[src/rtl/scope_acq_sequencer.sv]
// Oscilloscope acquisition sequencer: fills pre-trigger history, qualifies a
// trigger, captures post-trigger samples into a circular buffer, flags done.
module scope_acq_sequencer #(
   parameter int unsigned ADDR_W       = 14,
   parameter int unsigned DEC_W        = 17,
   parameter logic        TRIG_ACT_LVL = 1'b0
) (
   input  logic              adc_clk_i,
   input  logic              adc_rstn_i,
   input  logic              arm_i,
   input  logic              sw_rst_i,
   input  logic [3:0]        trig_src_i,
   input  logic              trig_sw_i,
   input  logic [3:0]        trig_cmp_i,
   input  logic              trig_ext_i,
   input  logic [DEC_W-1:0]  dec_i,
   input  logic [31:0]       pre_dly_i,
   input  logic [31:0]       post_dly_i,
   output logic              wr_en_o,
   output logic [ADDR_W-1:0] wr_ptr_o,
   output logic [ADDR_W-1:0] trig_ptr_o,
   output logic              trig_o,
   output logic [2:0]        state_o,
   output logic              done_o
);

   typedef enum logic [2:0] {
      ST_IDLE      = 3'd0,
      ST_PRE       = 3'd1,
      ST_WAIT_TRIG = 3'd2,
      ST_POST      = 3'd3,
      ST_DONE      = 3'd4
   } state_t;

   localparam logic [DEC_W-1:0]  DEC_ONE  = DEC_W'(1);
   localparam logic [ADDR_W-1:0] ADDR_ONE = ADDR_W'(1);

   state_t            state_q, state_d;
   logic [DEC_W-1:0]  div_q, div_d, dec_eff;
   logic [31:0]       pre_cnt_q, pre_cnt_d, post_cnt_q, post_cnt_d;
   logic [ADDR_W-1:0] wr_ptr_d, trig_ptr_d;
   logic              wr_en_d, done_d, accept, smp;

   logic              ext_s1, ext_s2, ext_s3;
   logic [3:0]        cmp_q1, cmp_q2, cmp_rise, cmp_fall;
   logic              ext_act, ext_act_q, trig_hit;

   function automatic logic in_acq(input state_t s);
      return (s == ST_PRE) || (s == ST_WAIT_TRIG) || (s == ST_POST);
   endfunction

   // Comparator inputs are registered once before edge detection; the external
   // trigger goes through two synchroniser flops plus one history flop.
   always_ff @(posedge adc_clk_i or negedge adc_rstn_i) begin
      if (!adc_rstn_i) begin
         ext_s1 <= ~TRIG_ACT_LVL;
         ext_s2 <= ~TRIG_ACT_LVL;
         ext_s3 <= ~TRIG_ACT_LVL;
         cmp_q1 <= '0;
         cmp_q2 <= '0;
      end else begin
         ext_s1 <= trig_ext_i;
         ext_s2 <= ext_s1;
         ext_s3 <= ext_s2;
         cmp_q1 <= trig_cmp_i;
         cmp_q2 <= cmp_q1;
      end
   end

   assign ext_act   = (ext_s2 == TRIG_ACT_LVL);
   assign ext_act_q = (ext_s3 == TRIG_ACT_LVL);
   assign cmp_rise  = cmp_q1 & ~cmp_q2;
   assign cmp_fall  = ~cmp_q1 & cmp_q2;

   always_comb begin
      case (trig_src_i)
         4'd1:    trig_hit = trig_sw_i;
         4'd2:    trig_hit = cmp_rise[0];
         4'd3:    trig_hit = cmp_fall[0];
         4'd4:    trig_hit = cmp_rise[1];
         4'd5:    trig_hit = cmp_fall[1];
         4'd6:    trig_hit = cmp_rise[2];
         4'd7:    trig_hit = cmp_fall[2];
         4'd8:    trig_hit = cmp_rise[3];
         4'd9:    trig_hit = cmp_fall[3];
         4'd10:   trig_hit = ext_act & ~ext_act_q;
         4'd11:   trig_hit = ~ext_act & ext_act_q;
         default: trig_hit = 1'b0;
      endcase
   end

   assign dec_eff = (dec_i == '0) ? DEC_ONE : dec_i;
   assign smp     = in_acq(state_q) && (div_q == dec_eff - DEC_ONE);

   // NOTE: every signal written here gets a default first, so no latch is inferred.
   always_comb begin
      state_d    = state_q;
      div_d      = in_acq(state_q) ? (smp ? '0 : div_q + DEC_ONE) : '0;
      pre_cnt_d  = pre_cnt_q;
      post_cnt_d = post_cnt_q;
      wr_ptr_d   = wr_en_o ? wr_ptr_o + ADDR_ONE : wr_ptr_o;
      trig_ptr_d = trig_ptr_o;
      accept     = 1'b0;

      case (state_q)
         ST_PRE: begin
            if (wr_en_o)
               pre_cnt_d = (pre_cnt_q == '1) ? pre_cnt_q : pre_cnt_q + 32'd1;
            if ((pre_dly_i == '0) || (wr_en_o && (pre_cnt_d >= pre_dly_i)))
               state_d = ST_WAIT_TRIG;
         end
         ST_WAIT_TRIG: begin
            if (trig_hit) begin
               accept     = 1'b1;
               trig_ptr_d = wr_ptr_d;
               state_d    = ST_POST;
            end
         end
         ST_POST: begin
            if (post_dly_i == '0) begin
               state_d = ST_DONE;
            end else if (wr_en_o) begin
               post_cnt_d = post_cnt_q + 32'd1;
               if (post_cnt_d == post_dly_i)
                  state_d = ST_DONE;
            end
         end
         ST_IDLE, ST_DONE: ;
         default: state_d = ST_IDLE;
      endcase

      // Abort outranks arm; both restart the write pointer but keep trig_ptr_o.
      if (sw_rst_i || arm_i) begin
         state_d    = sw_rst_i ? ST_IDLE : ST_PRE;
         div_d      = '0;
         pre_cnt_d  = '0;
         post_cnt_d = '0;
         wr_ptr_d   = '0;
         trig_ptr_d = trig_ptr_o;
         accept     = 1'b0;
      end

      // A strobe becomes a write only if the next state still acquires; a
      // zero-length post window must not write after the trigger.
      wr_en_d = smp && in_acq(state_d) && !sw_rst_i && !arm_i &&
                !(accept && (post_dly_i == '0));
      done_d  = (state_d == ST_DONE);
   end

   // NOTE: clocked state uses non-blocking assignments so every register samples pre-edge values.
   always_ff @(posedge adc_clk_i or negedge adc_rstn_i) begin
      if (!adc_rstn_i) state_q <= ST_IDLE;
      else             state_q <= state_d;
   end

   always_ff @(posedge adc_clk_i or negedge adc_rstn_i) begin
      if (!adc_rstn_i) begin
         div_q      <= '0;
         pre_cnt_q  <= '0;
         post_cnt_q <= '0;
         wr_en_o    <= 1'b0;
         wr_ptr_o   <= '0;
         trig_ptr_o <= '0;
         trig_o     <= 1'b0;
         done_o     <= 1'b0;
      end else begin
         div_q      <= div_d;
         pre_cnt_q  <= pre_cnt_d;
         post_cnt_q <= post_cnt_d;
         wr_en_o    <= wr_en_d;
         wr_ptr_o   <= wr_ptr_d;
         trig_ptr_o <= trig_ptr_d;
         trig_o     <= accept;
         done_o     <= done_d;
      end
   end

   assign state_o = state_q;

endmodule

[config.mk]
export PLATFORM = sky130hd
export DESIGN_NAME = scope_acq_sequencer
export DESIGN_NICKNAME = d
export VERILOG_FILES = /design/src/rtl/scope_acq_sequencer.sv
export SDC_FILE = /design/constraint.sdc
export NUM_CORES = 1
export LEC_CHECK = 0
export ABC_AREA = 1
export CAP_MARGIN = 20
export CORE_ASPECT_RATIO = 0.9
export CORE_MARGIN = 5
export CORE_UTILIZATION = 68
export CTS_CLUSTER_SIZE = 8
export DETAILED_ROUTE_END_ITERATION = 8
export DONT_BUFFER_PORTS = 1
export GPL_TIMING_DRIVEN = 0
export PLACE_DENSITY = 0.84
export SETUP_SLACK_MARGIN = 0.4
export SLEW_MARGIN = 20
export SYNTH_ARGS = -nofsm -noshare
export SYNTH_HDL_FRONTEND = slang
export SYNTH_SLANG_ARGS = --single-unit
export TNS_END_PERCENT = 20
[constraint.sdc]
create_clock -name adc_clk_i -period 8.8 [get_ports adc_clk_i]
set_clock_uncertainty 0.15 [all_clocks]
set_input_delay 0.44 -clock adc_clk_i [delete_from_list [all_inputs] [get_ports adc_clk_i]]
set_output_delay 0.44 -clock adc_clk_i [all_outputs]
set_load 0.005 [all_outputs]
==> impl_metrics.json, run 1 <==
{
  "status": "finished, final reports clean",
  "tns_ns": 0,
  "num_rows": 41,
  "clk_latency_ns": 0.42,
  "swShare": 0.2330,
  "slowest_stage": "nor4_1",
  "worstSetupPathType": "reg2reg",
  "slew_headroom": 0.5209,
  "clk_pin_slew_ns": 0.06,
  "num-fill-cells": 1136,
  "dp_hpwl_mm": 20.02,
  "cp-end-kind": "flip-flop",
  "synth_fp_nets": 1538,
  "post_layout_nonfiller_instances": 1635,
  "postSynthAreaPerCell_um2": 6.813,
  "port_buffers": 0,
  "fin_crit_ns": 4.456,
  "p_seq_frac": 0.427,
  "fmax_mhz": 224.4,
  "drive_above_1_share": 0.05062,
  "antenna_found_initial": 0,
  "gr-usage-all-layers": 0.3243,
  "synthTopCellsByArea": "dfrtp_1 (32%), nand2_1 (13%), inv_1 (9.0%), nand3_1 (6.6%), nor2_1 (6.2%)",
  "first_iter_violations": 877,
  "ys_types": 45,
  "cp_max_fo": 10,
  "initial_core_util": 0.6876,
  "synth_edf_count": 0,
  "wl_per_cell_um": 16.04,
  "crit_path_start_kind": "flip-flop",
  "clock-sinks": 126,
  "cp.arrival_ns": 4.62,
  "syn-cell-area_um2": 9559,
  "synthArstFlopShare": 1.000,
  "antennaDiodeCount": 0,
  "synth_top_family_by_area": "simple AND/OR/NAND/NOR gates",
  "cts-root-buf": "clkbuf_16",
  "r2r_cells": 24,
  "p_clk_frac": 0.514,
  "cp_common_cell": "nand2_1",
  "nets": 1564,
  "finalSetupViolations": 0,
  "p_sw_w": 0.0003212,
  "powerDensity_nw_per_um2": 131.6,
  "crit_path_max_incr_delay_ns": 0.57,
  "yosysWarnings": 0,
  "synth_top_area_frac": 0.3220,
  "fin_util": 0.7533,
  "synth_fa_ha_area_frac": 0.05236,
  "gp_congestion": 0.9960,
  "htree_num_levels": 4,
  "leakagePower_nw": 4.853,
  "cts_tree": "yes",
  "areaGrowthSynthToFinish_pct": 9.555,
  "drc": 0,
  "cts_made_buffers": 17,
  "io_pins": 129,
  "syn_inst": 1403,
  "synth_simple_gate_area_frac": 0.3579,
  "cp.depth": 24,
  "synth_common_cells": "nand2_1 (340), inv_1 (230), nor2_1 (157)",
  "drtPass1Iterations": 6,
  "die_w_um": 135.0,
  "dr_total_vias": 9383,
  "required_ns": 8.96,
  "min_period_over_period": 0.5064,
  "synth.most_common_cell": "nand2_1",
  "synth_top_flop_cell": "dfrtp_1",
  "drv_slew": 0,
  "hold_path_class": "in2reg",
  "fp.dieH_um": 122.5,
  "worst_pin_slew_ns": 0.7121,
  "grt_pass1_wl_mm": 42.99,
  "synth-compound-area-share": 0.08586,
  "critical-path-top-delay-family": "simple AND/OR/NAND/NOR gates",
  "hold_viol": 0,
  "core_area_um2": 13900,
  "cts.path.max_buffers": 2,
  "vias_per_cell": 5.739,
  "antenna_left": 0,
  "ys_seq_elements": 126,
  "power.internal_w": 0.001057,
  "wirelength_mm": 26.23,
  "synth-seq-area-share": 0.3302,
  "rsz0062_at_grt": "no",
  "synth.area.mux_share": 0.001047,
  "synth_top_area_cell": "dfrtp_1",
  "peakVddDrop_v": 0.0001333,
  "worst-path-buf-inv": 4,
  "grt_pass1_vias": 9028,
  "grt_start_max_net_pins": 127,
  "whs_path_depth": 2,
  "synth-xor-area-share": 0.07160,
  "grt.overflow.total": 0,
  "drv_cap": 0,
  "cp_cell_sequence": "ha_1 > inv_1 > nor3_1 > nand2_1 > nor2_1 > nand3_1 > clkbuf_1 > nand3_1 > nand2_1 > inv_1 > ha_1 > nand2_1 > nor2_1 > nand4_1 > nor4_1 > nand3_1 > nand3_1 > nand2_1 > nand3_1 > nand2_1 > inv_1 > nand2_1 > nand2_1 > nand2_1",
  "placedCellCount": 1596,
  "die_area_um2": 16530,
  "combPwrFrac": 0.059
}
==> power groups by stage <==
stage,Combinational [W],Clock [W],Sequential (W)
2_1_floorplan,0.0000522,0,0.000598
3_3_place_gp,0.0000637,0,0.000599
3_5_place_dp,0.0000657,0,0.000599
4_1_cts,0.0000816,0.000711,0.000589
5_1_grt,0.0000940,0.000742,0.000589
6_report,0.0000815,0.000708,0.000589
==> final timing paths <==
| path | startpoint | slack [ns] | end |
|---|---|---|---|
| max | pre_cnt_q[0] | 4.34 | state_o[0] |
| min | sw_rst_i | 0.03 | state_o[0] |
| max reg2reg | pre_cnt_q[0] | 4.34 | state_o[0] |
| min reg2reg | ext_s1 | 0.21 | ext_s2 |
| max in group asynchronous | adc_rstn_i | 7.47 | pre_cnt_q[19] |
| min in group asynchronous | adc_rstn_i | 0.47 | post_cnt_q[25] |
==> flip-flops by register name, indices dropped and copies added (netlist names) <==
signal / count
cmp_q1: 4
cmp_q2: 4
div_q: 17
done_o: 1
ext_s1: 1
ext_s2: 1
ext_s3: 1
post_cnt_q: 32
pre_cnt_q: 32
state_o: 3
trig_o: 1
trig_ptr_o: 14
wr_en_o: 1
wr_ptr_o: 14
==> layout make-up <==
| class | instances | area, um^2 | share of cell area |
|---|---|---|---|
| buffer | 22 | 91.34 | 0.008722 |
| clock buffer | 21 | 440.4 | 0.04206 |
| clock inverter | 11 | 143.9 | 0.01374 |
| inverter | 233 | 874.6 | 0.08351 |
| multi-input combinational | 1022 | 5436 | 0.5191 |
| sequential | 126 | 3157 | 0.3014 |
| tap | 193 | 241.5 | 0.02306 |
| timing repair buffer | 7 | 87.58 | 0.008363 |
==> metrics by stage <==
step                      power (W)  setup slack (ns)  hold slack, ns  cell area (um^2)
after CTS                  0.001381             4.391         0.01715             10470
after global routing       0.001424             3.966         0.02082             10470
after floorplan           0.0006501             5.696       -0.005591              9559
after detailed placement  0.0006645             4.445       -0.003581              9801
after global placement    0.0006623             4.408       -0.003272              9801
final                      0.001378             4.344         0.02754             10470
==> cell families after synthesis <==
kind of cell	count (synthesis)
AND/OR/NAND/NOR	759
buffers and inverters	255
AO/OA/AOI/OAI	146
flip-flops	126
XOR/XNOR	76
adder cells (fa/ha/maj)	40
multiplexers	1
==> placed cells by master (no fill, tap or decap), drive strengths merged, types with 2 or more instances in the layout <==
master       netlist  final
nand3b            10     10
xor2              65     65
dlygate4sd3        0      6
nand3            129    129
clkbuf            17     38
xnor2             10     10
buf                5      6
nor3b              2      2
o22ai             48     48
ha                40     40
nand2            350    350
or2                3      3
o21ai             70     70
a21oi             19     19
dfrtp            123    123
nand4             27     27
clkinv             2      9
dfstp              3      3
bufinv             0      3
o21bai             3      3
nor4              28     28
and2               2      2
inv              231    231
a21o               2      2
nor3              36     36
nor2             172    172
==> routing by layer <==
metal | track usage | up-vias | wire length (um) | part of all wire
met5 | 0 | - | 0 | 0
met4 | 0.09383 | 0 | 658 | 0.025
met3 | 0.07254 | 63 | 2210 | 0.084
met2 | 0.5413 | 401 | 12220 | 0.47
met1 | 0.4278 | 4311 | 11140 | 0.42
li1 | - | 4608 | - | -
==> repair_timing <==
action,in CTS,in global routing
hold endpoints to repair,131,0
setup buffers,0,0
hold buffers,7,0
gates resized for setup,0,0
No activity file was read; power rests on OpenSTA's default activity.
==> run 2, diff against run 1 <==
ABC_AREA = 0   (was 1)
CORE_UTILIZATION = 65   (was 68)
PLACE_DENSITY = 0.81   (was 0.84)
clock period = 4.6 ns   (was 8.8 ns; I/O delays follow)
==> run 2 against run 1 <==
Effect of this change:
- synthesized area down 3.4%
- setup slack got worse by 3.9 ns
- via count decreased by 12%
- highest routed layer unchanged
==> impl_metrics.json, run 2 <==
{
  "core_area_um2": 14000,
  "worst_pin_slew_ns": 0.9637,
  "layout_common_cells": "nor2_1 (147), dfrtp_1 (122), nand2_1 (94)",
  "finalPower_w": 0.002704,
  "gp_congestion": 0.9674,
  "dr_total_vias": 8253,
  "cts-root-buf": "clkbuf_16",
  "dp_hpwl_mm": 16.94,
  "cp-end-kind": "flip-flop",
  "num_rows": 41,
  "r2r_setup_slack_ns": 0.46,
  "die_area_um2": 16700,
  "drive_above_1_share": 0.08333,
  "grt_start_max_net_pins": 127,
  "grt.overflow.total": 0,
  "slew_headroom": 0.3516,
  "min_period_over_period": 0.9004,
  "wirelength_mm": 23.85,
  "die_w_um": 135.7,
  "reg2reg_to": "state_o[0]",
  "synth_top_area_frac": 0.3332,
  "fin_crit_ns": 4.142,
  "placedCellCount": 1297,
  "port_buffers": 0,
  "required_ns": 4.75,
  "synth_edf_count": 0,
  "hold_path_class": "in2reg",
  "synth-seq-area-share": 0.3418,
  "tns_ns": 0,
  "nets": 1275,
  "synth_top_flop_cell": "dfrtp_1",
  "drtPass1Iterations": 5,
  "clk_pin_slew_ns": 0.06,
  "synth_top_area_cell": "dfrtp_1",
  "cp_max_fo": 10,
  "status": "finished, final reports clean",
  "synth.most_common_cell": "nor2_1",
  "wl_per_cell_um": 17.73,
  "post_layout_nonfiller_instances": 1345,
  "r2r-start": "pre_cnt_q[2]",
  "leakagePower_nw": 4.429,
  "final_common_cell": "nor2_1",
  "antenna_left": 0,
  "peakVddDrop_v": 0.0002319,
  "yosysWarnings": 0,
  "cp.arrival_ns": 4.29,
  "grt_pass1_vias": 7899,
  "rsz0062_at_grt": "yes",
  "placed_cell_area_um2": 9478,
  "finalSetupViolations": 0,
  "hold_end": "wr_en_o",
  "synthArstFlopShare": 1.000,
  "fin_util": 0.7440,
  "worstSetupPathType": "reg2reg",
  "hold_viol": 0,
  "powerDensity_nw_per_um2": 259.5,
  "synth_fp_nets": 1239,
  "syn-cell-area_um2": 9236,
  "whs_path_depth": 4,
  "drc": 0,
  "initial_core_util": 0.6595,
  "vias_per_cell": 6.136,
  "io_pins": 129,
  "cts_made_buffers": 17,
  "gr-usage-all-layers": 0.2865,
  "drv_cap": 0,
  "antennaDiodeCount": 0,
  "fmax_mhz": 241.4,
  "top_regs": "post_cnt_q x32, pre_cnt_q x32, div_q x17",
  "clk_latency_ns": 0.42,
  "antenna_found_initial": 0,
  "synth_common_cells": "nor2_1 (149), dfrtp_1 (123), nand2_1 (96)",
  "first_iter_violations": 820,
  "postSynthAreaPerCell_um2": 8.366,
  "crit_path_start_kind": "flip-flop",
  "ys_seq_elements": 126,
  "cts_tree": "yes",
  "hp-start": "dec_i[14]",
  "ys_types": 76,
  "htree_num_levels": 4,
  "r2r_cells": 19,
  "synthTopCellsByArea": "dfrtp_1 (33%), xnor2_1 (8.4%), xor2_1 (7.5%), nor2_1 (6.1%), ha_1 (5.4%)",
  "cts.path.max_buffers": 2,
  "drv_slew": 0,
  "fp.dieH_um": 123.1,
  "syn_inst": 1104,
  "grt_pass1_wl_mm": 38.34,
  "clock-sinks": 126,
  "final_area_um2": 10420,
  "areaGrowthSynthToFinish_pct": 12.82
}
run 2: layout make-up:
class,instances,area (um^2)
sequential,126,3158
clock inverter,10,135.1
inverter,66,247.7
multi-input combinational,863,5768
clock buffer,21,480.5
buffer,49,221.5
tap,193,241.5
timing repair buffer,17,167.7
fill,1066,3585
run 2: cell families (layout without fill, tap and decap cells):
group	count (synthesis)	in the layout	share of synthesized area
DFF	126	126	0.3418
and+or+nand+nor	497	497	0.2746
xor gates and xnor gates	168	168	0.1593
buffers and inverters	115	163	0.04809
AOI/OAI and AO/OA	134	134	0.09578
muxes	24	24	0.02628
adders and majority gates	40	40	0.05419
run 2: through the flow:
step	hold slack [ns]	setup slack, ns
finish	0.1283	0.4580
global route	0.1666	0.3420
CTS	0.09751	0.4103
detailed placement	-0.2126	-0.05969
global placement	-0.2118	0.02687
floorplan	-0.2156	0.5796
run 2: how the worst max path moves through the flow:
stage                              from          to  slack, ns  cells after the start
after detailed placement   pre_cnt_q[2]  state_o[1]      -0.06                     17
after CTS                  pre_cnt_q[2]  state_o[1]       0.41                     18
after global placement     pre_cnt_q[2]  state_o[1]       0.03                     17
final                      pre_cnt_q[2]  state_o[0]       0.46                     19
after floorplan            pre_cnt_q[2]  state_o[1]       0.58                     15
after global routing      pre_cnt_q[15]  state_o[1]       0.34                     16
run 2: critical path: stages, from the launching register on:
cell and delay (ns):
dfrtp_1 0.37, buf_4 0.17, and4_4 0.17, and4_1 0.17, buf_4 0.15, nand3_1 0.16
nand3_2 0.15, nor2_4 0.20, buf_4 0.16, nand4_1 0.11, xnor2_1 0.16, ha_1 0.31
nand4_1 0.07, nor2_1 0.11, nand2_1 0.08, a311oi_1 0.54, a2111oi_4 0.06, o22ai_2 0.30
nor2_1 0.09, o311a_1 0.34
run 2: report_power, final:
| group | internal (W) | switching, W | leakage [nW] |
|---|---|---|---|
| sequential | 0.00112 | 0.00000479 | 1.66 |
| clock | 0.000905 | 0.000506 | 0.305 |
| combinational | 0.0000646 | 0.000107 | 2.47 |
| total | 0.00209 | 0.000617 | 4.43 |
run 2: timing repair:
item / in CTS / in global routing
endpoints found under the setup margin: 2 / 14
pin swaps: 4 / 7
endpoints found under the hold margin: 133 / 0
buffers inserted: 2 / 6
resized for setup: 18 / 29
hold buffers: 9 / 0
run 2: metal layers:
metal / track usage / part of all wire / up-vias
li1: - / - / 3938
met1: 0.3848 / 0.43 / 3962
met2: 0.4751 / 0.48 / 318
met3: 0.06469 / 0.071 / 35
met4: 0.07179 / 0.016 / 0
met5: 0 / 0 / -
